File: config.mk
export PLATFORM = sky130hd
export DESIGN_NAME = player_input_conditioner
export DESIGN_NICKNAME = d
export VERILOG_FILES = /design/src/rtl/player_input_conditioner.sv
export SDC_FILE = /design/constraint.sdc
export NUM_CORES = 1
export LEC_CHECK = 0
export BUFFER_PORTS_ARGS = -buffer_cell sky130_fd_sc_hd__buf_2
export CAP_MARGIN = 20
export CELL_PAD_IN_SITES_DETAIL_PLACEMENT = 0
export CELL_PAD_IN_SITES_GLOBAL_PLACEMENT = 2
export CORE_UTILIZATION = 35
export CTS_CLUSTER_SIZE = 14
export DETAILED_ROUTE_END_ITERATION = 6
export PLACE_DENSITY_LB_ADDON = 0.1
export SLEW_MARGIN = 20
export SYNTH_ARGS = -nofsm -noshare
export SYNTH_HDL_FRONTEND = slang
export SYNTH_SLANG_ARGS = --single-unit
File: constraint.sdc
create_clock -name clk -period 1.5 [get_ports clk]
set_clock_uncertainty 0.1 [all_clocks]
set_input_delay 0.225 -clock clk [delete_from_list [all_inputs] [get_ports clk]]
set_output_delay 0.225 -clock clk [all_outputs]
set_load 0.01 [all_outputs]
File: src/rtl/player_input_conditioner.sv
`default_nettype none
// ============================================================================
// player_input_conditioner
//   Synchronizes and debounces the two active-low player buttons and emits a
//   one-cycle L / R step pulse per debounced press, gated by game_en.
//   Revision: 1.0
// ============================================================================
module player_input_conditioner #(
  parameter int DEBOUNCE_CYCLES = 4,
  parameter int CNT_W           = $clog2(DEBOUNCE_CYCLES + 1)
) (
  input  logic clk,
  input  logic reset,
  input  logic KEY_L,
  input  logic KEY_R,
  input  logic game_en,
  output logic L,
  output logic R,
  output logic L_lvl,
  output logic R_lvl
);

  localparam logic [CNT_W-1:0] c_CNT_LAST = CNT_W'(DEBOUNCE_CYCLES - 1);
  localparam logic [CNT_W-1:0] c_CNT_ONE  = CNT_W'(1);

  // Channel 0 is left, channel 1 is right.
  logic [1:0]            w_key_n;
  logic [1:0]            r_s1;
  logic [1:0]            r_s2;
  logic [1:0]            r_db;
  logic [1:0]            r_pulse;
  logic [1:0][CNT_W-1:0] r_cnt;

  assign w_key_n = {KEY_R, KEY_L};

  always_ff @(posedge clk or negedge reset) begin
    if (!reset) begin
      r_s1    <= '0;
      r_s2    <= '0;
      r_db    <= '0;
      r_pulse <= '0;
      r_cnt   <= '0;
    end else begin
      for (int i = 0; i < 2; i++) begin
        r_s1[i]    <= ~w_key_n[i];
        r_s2[i]    <= r_s1[i];
        r_pulse[i] <= 1'b0;
        if (r_s2[i] == r_db[i]) begin
          r_cnt[i] <= '0;
        end else if (r_cnt[i] == c_CNT_LAST) begin
          r_db[i]    <= r_s2[i];
          r_cnt[i]   <= '0;
          // Only a press edge that lands while play is enabled becomes a step.
          r_pulse[i] <= r_s2[i] & game_en;
        end else begin
          r_cnt[i] <= r_cnt[i] + c_CNT_ONE;
        end
      end
    end
  end

  assign L     = r_pulse[0];
  assign R     = r_pulse[1];
  assign L_lvl = r_db[0];
  assign R_lvl = r_db[1];

endmodule
`default_nettype wire

==> impl_metrics.json <==
{
  "netlist.area_leader.share_pct": 68.29,
  "drc": 0,
  "synth_seq_cells": 14,
  "setup_slack_ps": 233.6,
  "slew_headroom_pct": 80.13,
  "yosysMostFrequentCell": "dfrtp_1",
  "yosys.area.top_type": "dfrtp_1",
  "p_per_area_nw_per_um2": 1573,
  "p_clk_share_pct": 26.3,
  "critPathKind": "flip-flop to flip-flop",
  "clk_path_buf_depth": 2,
  "drv_cap": 0,
  "cts_buffers": 3,
  "max_freq_mhz": 789.6,
  "rsz0062_at_grt": "false",
  "ctsResizeCount": 0,
  "crit_path_start": "r_cnt[0]$_DFF_PN0_",
  "synth_edf_count": 0,
  "grt_pass1_wl_um": 1214,
  "grt_start_max_net_pins": 15,
  "die_w_um": 40.29,
  "num-fill-cells": 117,
  "synthArstFlopShare_pct": 100.0,
  "multi_input_area_um2": 155.1,
  "setup_tns_ps": 0,
  "cp_slowest_stage_delay_ps": 360,
  "min_period_ps": 1266,
  "vias": 296,
  "final_max_slew_viol_count": 0,
  "syn_area_per_cell_um2": 16.03,
  "dieArea_um2": 1623,
  "htree_levels": 1,
  "regArea_um2": 350.3,
  "holdBufCountCts": 3,
  "pre_cts_ws_ps": 245.7,
  "worstSetupEndpointType": "flip-flop",
  "coreArea_um2": 1334,
  "worst_pin_slew_ps": 298.1,
  "cpMaxStageDelayCell": "dfrtp_1",
  "hp-class": "input pin to flip-flop",
  "hold_start": "game_en",
  "post_cts_buffers": 0,
  "fin_hold_ws_ps": 175.4,
  "grt_pass1_vias": 299,
  "status": "finished, final reports clean",
  "drtIter0Drc": 2,
  "dp_hpwl_um": 554.6,
  "die_y_um": 40.29,
  "period_share_pct": 84.43,
  "rows": 13,
  "utilization_pct": 47.84,
  "netlist_area_um2": 513.0,
  "power_frac_comb_pct": 23.5,
  "clock-sinks": 14,
  "rr_startpoint": "r_cnt[0]$_DFF_PN0_",
  "syn_inst": 32,
  "antenna_found_initial": 0,
  "max-vdd-ir-drop_v": 0.0006721,
  "antennaDiodeCount": 0,
  "drive_gt1_share_pct": 38.30,
  "power.share.sequential_pct": 50.2,
  "p_switching_w": 0.0002672,
  "cp_cell_sequence": "ha_1, nor2b_4, mux2_2",
  "ant_nets": 0,
  "synth_warnings": 0,
  "clkLatencyLatePin_ps": 280,
  "cts_tree": "built",
  "ys_top_cells_by_area": "dfrtp_1 68%, nor3b_1 5.9%, nor2b_4 5.4%",
  "arrival_ps": 1330,
  "area_growth_pct": 24.39,
  "gp_congestion": 0.6206,
  "cp_max_fo": 4,
  "p_sw_share_pct": 26.62,
  "p_leak_nw": 0.3161,
  "hold_viol_final": 0,
  "synthDistinctLibCells": 9,
  "port_buffers": 8,
  "grt_overflow": 0,
  "setup_viol": 0,
  "viasPerCell": 4.774,
  "synth_flop_cell": "dfrtp_1",
  "cp.required_ps": 1560,
  "root_buffer": "clkbuf_4",
  "synth_nets": 39,
  "synth_common_cells": "14 x dfrtp_1, 4 x nor3b_1",
  "ios": 9,
  "critPathLaunchType": "flip-flop",
  "grtUsageTotal_pct": 12.81,
  "ys_seq_area_share_pct": 68.29,
  "internal-power_w": 0.0007367,
  "drtPass1Iterations": 2,
  "drt_wl_total_um": 724,
  "routedWlPerCell_um": 11.68,
  "final_nets": 55,
  "clk_pin_slew_worst_paths_ps": 80,
  "start_util_pct": 38.46
}
[cell usage in the layout, fill, tap and decap left out, drive strengths merged]
cell type / n
nor3b: 4
nor3: 2
dlygate4sd3: 3
and4b: 2
clkbuf: 4
nor2b: 2
inv: 2
buf: 8
dfrtp: 14
ha: 2
xnor2: 2
mux2: 2
[layer usage]
layer / vias up / share of wire, % / GRT usage [%]
li1: 139 / - / -
met1: 146 / 45 / 13.26
met2: 9 / 47 / 19.35
met3: 2 / 6.4 / 10.00
met4: 0 / 1.4 / 5.000
met5: - / 0 / 0
[power groups by stage]
stage	logic (W)	registers (W)	clock network [W]
6_report	0.000236	0.000504	0.000264
5_1_grt	0.000270	0.000518	0.000288
4_1_cts	0.000244	0.000505	0.000276
3_5_place_dp	0.000238	0.000513	0
3_3_place_gp	0.000223	0.000507	0
2_1_floorplan	0.000153	0.000519	0
[registers in the layout (all words and copies together) (netlist names)]
name and count:
r_s1 2, r_s2 2, r_pulse 2, r_cnt 6, r_db 2
[worst max-delay path, delay by kind of cell, from the launching register on]
family                     cells  cell delay (ps)
muxes                          1              340
and+or+nand+nor                1              180
DFF                            1              360
adders and majority gates      1              170
[cell families after synthesis]
family	count (synthesis)	share of synthesized area, %
flops	14	68.29
simple gates	10	17.56
xor+xnor	2	3.415
buf+inv	2	1.464
mux	2	4.390
fa+ha+maj	2	4.877
[final timing paths]
| check | depth (start not counted) | slack (ps) | end |
|---|---|---|---|
| worst min register to register | 0 | 260 | r_s2[1]$_DFF_PN0_ |
| worst min-delay path | 2 | 180 | r_pulse[0]$_DFF_PN0_ |
| min in group asynchronous | 2 | 250 | r_cnt[0]$_DFF_PN0_ |
| max in group asynchronous | 2 | 820 | r_cnt[3]$_DFF_PN0_ |
| worst max-delay path | 3 | 230 | r_db[0]$_DFFE_PN0P_ |
| worst max register to register | 3 | 230 | r_db[0]$_DFFE_PN0P_ |
[final cells by class]
type	count	share of cell area, %
repair buffers	11	10.98
well taps	15	2.941
multi-input cells	16	24.31
clock buffers	4	5.686
flip-flops and latches	14	54.90
inverters	2	1.176
[metrics by stage]
| step | total power [W] | instance area (um^2) | std cells |
|---|---|---|---|
| floorplan | 0.0006716 | 513.0 | 32 |
| global placement | 0.0007300 | 571.8 | 55 |
| detailed placement | 0.0007511 | 571.8 | 55 |
| CTS | 0.001025 | 638.1 | 62 |
| global route | 0.001076 | 638.1 | 62 |
| finish | 0.001004 | 638.1 | 62 |
Power figures use the tool's default switching activity.
